$ cat src/rtl/vscale_hasti_2to1_arbiter.sv
// Two-master to one-slave HASTI arbiter.
// Each master owns a one-entry request buffer so a request that loses
// arbitration (or arrives while the slave is stalled) is held and replayed
// from the buffer on a later cycle. Ties go round-robin.

package vscale_hasti_constants_pkg;

    localparam int unsigned HASTI_ADDR_WIDTH  = 32;
    localparam int unsigned HASTI_BUS_WIDTH   = 32;
    localparam int unsigned HASTI_SIZE_WIDTH  = 3;
    localparam int unsigned HASTI_BURST_WIDTH = 3;
    localparam int unsigned HASTI_PROT_WIDTH  = 4;
    localparam int unsigned HASTI_TRANS_WIDTH = 2;
    localparam int unsigned HASTI_RESP_WIDTH  = 1;

    localparam logic [HASTI_TRANS_WIDTH-1:0] HASTI_TRANS_IDLE   = 2'd0;
    localparam logic [HASTI_TRANS_WIDTH-1:0] HASTI_TRANS_NONSEQ = 2'd2;
    localparam logic [HASTI_RESP_WIDTH-1:0]  HASTI_RESP_OKAY    = 1'b0;

endpackage

module vscale_hasti_2to1_arbiter
    import vscale_hasti_constants_pkg::*;
(
    input  logic                         hclk,
    input  logic                         reset,

    // master 0
    input  logic [HASTI_ADDR_WIDTH-1:0]  m0_haddr,
    input  logic                         m0_hwrite,
    input  logic [HASTI_SIZE_WIDTH-1:0]  m0_hsize,
    input  logic [HASTI_BURST_WIDTH-1:0] m0_hburst,
    input  logic [HASTI_PROT_WIDTH-1:0]  m0_hprot,
    input  logic                         m0_hmastlock,
    input  logic [HASTI_TRANS_WIDTH-1:0] m0_htrans,
    input  logic [HASTI_BUS_WIDTH-1:0]   m0_hwdata,
    output logic [HASTI_BUS_WIDTH-1:0]   m0_hrdata,
    output logic                         m0_hready,
    output logic [HASTI_RESP_WIDTH-1:0]  m0_hresp,

    // master 1
    input  logic [HASTI_ADDR_WIDTH-1:0]  m1_haddr,
    input  logic                         m1_hwrite,
    input  logic [HASTI_SIZE_WIDTH-1:0]  m1_hsize,
    input  logic [HASTI_BURST_WIDTH-1:0] m1_hburst,
    input  logic [HASTI_PROT_WIDTH-1:0]  m1_hprot,
    input  logic                         m1_hmastlock,
    input  logic [HASTI_TRANS_WIDTH-1:0] m1_htrans,
    input  logic [HASTI_BUS_WIDTH-1:0]   m1_hwdata,
    output logic [HASTI_BUS_WIDTH-1:0]   m1_hrdata,
    output logic                         m1_hready,
    output logic [HASTI_RESP_WIDTH-1:0]  m1_hresp,

    // slave
    output logic [HASTI_ADDR_WIDTH-1:0]  s_haddr,
    output logic                         s_hwrite,
    output logic [HASTI_SIZE_WIDTH-1:0]  s_hsize,
    output logic [HASTI_BURST_WIDTH-1:0] s_hburst,
    output logic [HASTI_PROT_WIDTH-1:0]  s_hprot,
    output logic                         s_hmastlock,
    output logic [HASTI_TRANS_WIDTH-1:0] s_htrans,
    output logic [HASTI_BUS_WIDTH-1:0]   s_hwdata,
    input  logic [HASTI_BUS_WIDTH-1:0]   s_hrdata,
    input  logic                         s_hready,
    input  logic [HASTI_RESP_WIDTH-1:0]  s_hresp
);

    typedef enum logic [1:0] {
        ST_IDLE = 2'd0,
        ST_WAIT = 2'd1,
        ST_DATA = 2'd2
    } mst_state_t;

    typedef struct packed {
        logic [HASTI_ADDR_WIDTH-1:0]  addr;
        logic                         write;
        logic [HASTI_SIZE_WIDTH-1:0]  size;
        logic [HASTI_BURST_WIDTH-1:0] burst;
        logic [HASTI_PROT_WIDTH-1:0]  prot;
        logic                         mastlock;
    } req_t;

    // registered state
    mst_state_t state_q [2];
    req_t       buf_q   [2];
    logic       owner_vld_q;
    logic       owner_m1_q;
    logic       last_m1_q;
    req_t       hold_q;

    // per-master combinational view
    logic [HASTI_TRANS_WIDTH-1:0] htrans   [2];
    req_t                         live_req [2];
    logic [1:0]                   hready_int;
    logic [1:0]                   live;
    logic [1:0]                   cand;

    // arbitration result
    logic [1:0] grant_oh;
    logic       grant_vld;
    req_t       sel_req;
    req_t       addr_out;

    // Gather the two master address phases into indexable form.
    always_comb begin
        htrans[0]            = m0_htrans;
        htrans[1]            = m1_htrans;
        live_req[0].addr     = m0_haddr;
        live_req[0].write    = m0_hwrite;
        live_req[0].size     = m0_hsize;
        live_req[0].burst    = m0_hburst;
        live_req[0].prot     = m0_hprot;
        live_req[0].mastlock = m0_hmastlock;
        live_req[1].addr     = m1_haddr;
        live_req[1].write    = m1_hwrite;
        live_req[1].size     = m1_hsize;
        live_req[1].burst    = m1_hburst;
        live_req[1].prot     = m1_hprot;
        live_req[1].mastlock = m1_hmastlock;
    end

    // Per-master ready, live-request and candidate decode.
    always_comb begin
        hready_int = '0;
        live       = '0;
        cand       = '0;
        for (int unsigned i = 0; i < 2; i++) begin
            case (state_q[i])
                ST_IDLE: hready_int[i] = 1'b1;
                ST_WAIT: hready_int[i] = 1'b0;
                default: hready_int[i] = s_hready;
            endcase
            // BUSY and SEQ are not supported and fall through as idle
            live[i] = (htrans[i] == HASTI_TRANS_NONSEQ) && hready_int[i];
            cand[i] = (state_q[i] == ST_WAIT) || live[i];
        end
    end

    // Round-robin grant; nothing is issued while the slave stalls or in reset.
    always_comb begin
        grant_oh = '0;
        if (s_hready && !reset) begin
            if (cand == 2'b11) begin
                grant_oh = last_m1_q ? 2'b01 : 2'b10;
            end else begin
                grant_oh = cand;
            end
        end
        grant_vld = |grant_oh;
    end

    // Granted request comes from the buffer when replaying, else straight through.
    always_comb begin
        if (grant_oh[1]) begin
            sel_req = (state_q[1] == ST_WAIT) ? buf_q[1] : live_req[1];
        end else begin
            sel_req = (state_q[0] == ST_WAIT) ? buf_q[0] : live_req[0];
        end
        if (reset) begin
            addr_out = '0;
        end else if (grant_vld) begin
            addr_out = sel_req;
        end else begin
            addr_out = hold_q;
        end
    end

    // Slave and master output drive.
    always_comb begin
        s_haddr     = addr_out.addr;
        s_hwrite    = addr_out.write;
        s_hsize     = addr_out.size;
        s_hburst    = addr_out.burst;
        s_hprot     = addr_out.prot;
        s_hmastlock = addr_out.mastlock;
        s_htrans    = grant_vld ? HASTI_TRANS_NONSEQ : HASTI_TRANS_IDLE;

        s_hwdata = '0;
        if (!reset && owner_vld_q) begin
            s_hwdata = owner_m1_q ? m1_hwdata : m0_hwdata;
        end

        m0_hrdata = s_hrdata;
        m1_hrdata = s_hrdata;
        m0_hready = reset ? 1'b1 : hready_int[0];
        m1_hready = reset ? 1'b1 : hready_int[1];
        m0_hresp  = (!reset && owner_vld_q && !owner_m1_q) ? s_hresp : HASTI_RESP_OKAY;
        m1_hresp  = (!reset && owner_vld_q &&  owner_m1_q) ? s_hresp : HASTI_RESP_OKAY;
    end

    // Master state machines, request buffers, data-phase owner and RR pointer.
    always_ff @(posedge hclk) begin
        if (reset) begin
            for (int unsigned i = 0; i < 2; i++) begin
                state_q[i] <= ST_IDLE;
                buf_q[i]   <= '0;
            end
            owner_vld_q <= 1'b0;
            owner_m1_q  <= 1'b0;
            last_m1_q   <= 1'b1;
            hold_q      <= '0;
        end else begin
            for (int unsigned i = 0; i < 2; i++) begin
                if (s_hready) begin
                    if (grant_oh[i]) begin
                        state_q[i] <= ST_DATA;
                    end else if (live[i]) begin
                        // a live request that lost arbitration; WAIT masters
                        // are never live, so their buffer is never touched here
                        buf_q[i]   <= live_req[i];
                        state_q[i] <= ST_WAIT;
                    end else if (state_q[i] != ST_WAIT) begin
                        state_q[i] <= ST_IDLE;
                    end
                end else if (state_q[i] == ST_IDLE && live[i]) begin
                    buf_q[i]   <= live_req[i];
                    state_q[i] <= ST_WAIT;
                end
            end
            if (s_hready) begin
                owner_vld_q <= grant_vld;
                owner_m1_q  <= grant_oh[1];
            end
            if (grant_vld) begin
                last_m1_q <= grant_oh[1];
                hold_q    <= sel_req;
            end
        end
    end

endmodule

$ cat config.mk
export PLATFORM = sky130hd
export DESIGN_NAME = vscale_hasti_2to1_arbiter
export DESIGN_NICKNAME = d
export VERILOG_FILES = /design/src/rtl/vscale_hasti_2to1_arbiter.sv
export SDC_FILE = /design/constraint.sdc
export NUM_CORES = 1
export LEC_CHECK = 0
export CAP_MARGIN = 10
export CORE_MARGIN = 4
export CORE_UTILIZATION = 43
export DETAILED_ROUTE_END_ITERATION = 10
export PLACE_DENSITY = 0.9
export SYNTH_ARGS = -nofsm -noshare
export SYNTH_HDL_FRONTEND = slang
export SYNTH_SLANG_ARGS = --single-unit
$ cat constraint.sdc
create_clock -name hclk -period 3.63 [get_ports hclk]
set_input_delay 0.9075 -clock hclk [delete_from_list [all_inputs] [get_ports hclk]]
set_output_delay 0.9075 -clock hclk [all_outputs]
set_load 0.005 [all_outputs]
==> run summary <==
Syn Inst Count - 649
Clock power frac - 0.381
GRT Total Usage - 0.242
per-instance average area after synthesis - 11.7 sq um
Final Instance Count excl. Fillers - 1113
final routed wirelength across all metal layers - 24800 microns
clock tree from TritonCTS - done
Diodes inserted - 0
y dimension of the die - 141 microns
worst setup slack for register-to-register paths - 0.16 ns
transition time of the tightest slew-check pin - 0.512 ns
area delta synth->final - 47.2%
final period demand of the worst path - 3.58 ns
total placed instance area - 10100 sq um
DR DRC count - 0
Placer Congestion - 0.846
Seq/Total Area, Yosys - 0.488
reported leakage power - 4.55 nW
starting density of the core - 0.438
Multi-input gate area - 3320 sq um
mean routed wirelength per cell - 22.3 microns
syn nets - 841
combinational fraction of design power - 0.203
design area - 11200 sq um
placed insts - 1040
Vias - 6323
vias in the first global route - 6525
worst skew pair latency - 0.41 ns
H-tree Lvls - 4
layout cells sized above 1 - 0.238
Synth Cell Area - 7570 sq um
Chip Width - 141 microns
switch share - 0.248
PD cells - 398 nW/um^2
YS warnings - 0
Sequential Area - 3690 sq um
maximum buffer depth of the clock tree - 2
length of the first detailed-routing pass in iterations - 5
post-route clock period utilization - 0.985
largest voltage drop on the vdd net - 0.000321 V
cell-internal power - 3.34 mW
fin nets - 1067
outcome - finished, final reports clean
Max-Cap Viols - 0
row count - 48
final count of hold timing violations - 0
Reg clk slew, reported paths - 0.06 ns
Max-slew headroom - 0.659
pin count of the biggest net entering global routing - 58
Die ar. - 19800 sq um
number of fill cells - 1282
number of sinks driven by the clock tree - 139
DR vias/cell - 5.68
count of unique library cells instantiated by Yosys - 41
global-route wire length before repair - 37500 microns
total gr overflow - 0
Core Footprint - 17300 sq um
violation count after the first detailed-routing iteration - 358
setup repair after global routing missed its margin - yes
total net switching power - 1.10 mW
Critical Path Fanout Max - 15
path class of the lowest-slack min-delay path - flip-flop to flip-flop
Max Freq - 280 MHz
Worst Setup End Kind - output port
worst setup skew after layout - 0.00673 ns
worst setup path category - input port to output port
number of buffers added by the clock tree synthesis step - 17
Crit path arrival time - 2.67 ns
number of nets with antenna violations after detailed routing - 0
final count of pins violating max slew - 0
IO Count - 338
sequential group share of total power - 0.416
Final setup violation count - 0
Post-DP HPWL - 16500 microns
root buffer selected by CTS - sky130_fd_sc_hd__clkbuf_16
number of antenna violations at the first check in global routing - 0
flops & latches, synth - 139
required time reported for the critical path endpoint - 2.72 ns
Startpoint Class - input port
Port Buffer Count - 240
-- sequential cells by signal, summed over array words and instances (netlist names) --
name	cells
hold_q	44
owner_vld_q	1
last_m1_q	1
state_q	4
owner_m1_q	1
buf_q	88
-- metal layers --
layer | part of all wire | GRT usage | vias to the layer above
met3 | 0.079 | 0.0784 | 47
met5 | 0 | 0 | -
met1 | 0.43 | 0.319 | 3137
met2 | 0.48 | 0.384 | 254
met4 | 0.018 | 0.0719 | 0
li1 | - | - | 2885
-- cells in the mapped netlist, drive strengths merged --
library cell	n	area share
a21oi	4	0.0026
o21bai	1	0.00099
a22o	32	0.037
a211oi	28	0.028
o32ai	1	0.0012
and2	2	0.0017
o2111ai	1	0.0012
o31ai	1	0.00099
nor4	16	0.013
mux2i	60	0.079
a2bb2oi	1	0.0020
edfxtp	91	0.36
o31a	1	0.0012
o211a	1	0.0013
or2	1	0.00083
nor3	1	0.00066
o41ai	1	0.0021
nand2b	11	0.0091
conb	1	0.00050
a21boi	89	0.088
nand3b	31	0.031
o21ai	4	0.0031
mux2	28	0.042
clkbuf	40	0.020
nor2	18	0.0089
a21o	3	0.0030
buf	87	0.086
a22oi	1	0.0017
or4	1	0.0015
inv	5	0.0025
nand2	1	0.00050
o221ai	31	0.036
dfxtp	48	0.13
nor2b	7	0.0058
-- power groups by stage --
stage	clock, mW	combinational (mW)	sequential, mW
floorplan	0	0.410	1.86
global placement	0	0.810	1.87
detailed placement	0	0.825	1.87
CTS	1.71	0.883	1.84
global route	1.79	0.957	1.85
finish	1.69	0.902	1.84
-- stage by stage --
step / worst slack [ns] / utilization / hold slack (ns) / power (mW) / setup TNS, ns
global placement: -0.505 / 0.581 / 0.474 / 2.68 / -19.35
global route: -0.0332 / 0.645 / 0.516 / 4.60 / -0.101
detailed placement: -0.530 / 0.581 / 0.482 / 2.70 / -20.65
finish: 0.0528 / 0.645 / 0.493 / 4.43 / 0
floorplan: 0.348 / - / 0.463 / 2.27 / 0
CTS: -0.0943 / 0.641 / 0.494 / 4.44 / -0.0988
-- what timing repair did --
action / CTS / global route
endpoints found under the setup margin: 45 / 26
setup buffers: 34 / 8
hold buffers: 0 / 0
pin swaps: 16 / 1
gates cloned: 2 / 0
gates resized for setup: 119 / 20
-- worst paths after layout --
path                                    start          end  depth (start not counted)
worst max-delay path             m0_htrans[1]  s_haddr[20]                         12
worst min-delay path               hold_q[41]   hold_q[41]                          2
worst max register to register  state_q[0][1]   hold_q[11]                         21
worst min register to register     hold_q[41]   hold_q[41]                          2
-- critical path: stages --
cell                            delay, ns
sky130_fd_sc_hd__buf_2               0.10
sky130_fd_sc_hd__nor2b_4             0.13
sky130_fd_sc_hd__buf_6               0.12
sky130_fd_sc_hd__o41ai_4             0.37
sky130_fd_sc_hd__buf_4               0.16
sky130_fd_sc_hd__buf_4               0.12
sky130_fd_sc_hd__inv_1               0.06
sky130_fd_sc_hd__buf_12              0.15
sky130_fd_sc_hd__nor2_1              0.10
sky130_fd_sc_hd__nor4_1              0.05
sky130_fd_sc_hd__buf_4               0.15
sky130_fd_sc_hd__dlygate4sd2_1       0.26
-- placed cells by master (no fill, tap or decap), types with 3 or more instances in the layout --
cell                              instances
sky130_fd_sc_hd__dfxtp_1                 48
sky130_fd_sc_hd__a21oi_1                  4
sky130_fd_sc_hd__a21boi_0                37
sky130_fd_sc_hd__mux2i_1                 60
sky130_fd_sc_hd__clkbuf_1                 3
sky130_fd_sc_hd__a211oi_1                28
sky130_fd_sc_hd__buf_12                  14
sky130_fd_sc_hd__nor2b_4                  5
sky130_fd_sc_hd__clkdlybuf4s50_1        189
sky130_fd_sc_hd__a22o_1                  32
sky130_fd_sc_hd__nor2_1                  10
sky130_fd_sc_hd__clkbuf_16               18
sky130_fd_sc_hd__buf_4                   71
sky130_fd_sc_hd__dlygate4sd2_1           35
sky130_fd_sc_hd__inv_1                    4
sky130_fd_sc_hd__buf_2                    9
sky130_fd_sc_hd__nor2_2                   7
sky130_fd_sc_hd__o221ai_2                18
sky130_fd_sc_hd__mux2_2                  28
sky130_fd_sc_hd__nor4_1                  13
sky130_fd_sc_hd__o221ai_1                12
sky130_fd_sc_hd__nand2b_1                 8
sky130_fd_sc_hd__edfxtp_1                91
sky130_fd_sc_hd__a21boi_1                52
sky130_fd_sc_hd__buf_6                    7
sky130_fd_sc_hd__nand3b_1                31
sky130_fd_sc_hd__nor4_2                   3
sky130_fd_sc_hd__clkbuf_2                 3
sky130_fd_sc_hd__a21o_1                   3
-- cell type report --
type | count | area share
sequential | 139 | 0.331
multi-input combinational | 378 | 0.298
timing repair buffer | 334 | 0.292
clock buffer | 23 | 0.0439
tap | 225 | 0.0252
clock inverter | 9 | 0.00763
inverter | 5 | 0.00168
-- cells by family after synthesis --
logic type / after synthesis / share of synthesized area
AOI/OAI and AO/OA: 200 / 0.210
other: 1 / 0.000495
DFF: 139 / 0.488
buffers and inverters: 132 / 0.108
and+or+nand+nor: 89 / 0.0728
muxes: 88 / 0.121
(Power assumes the default switching activity.)
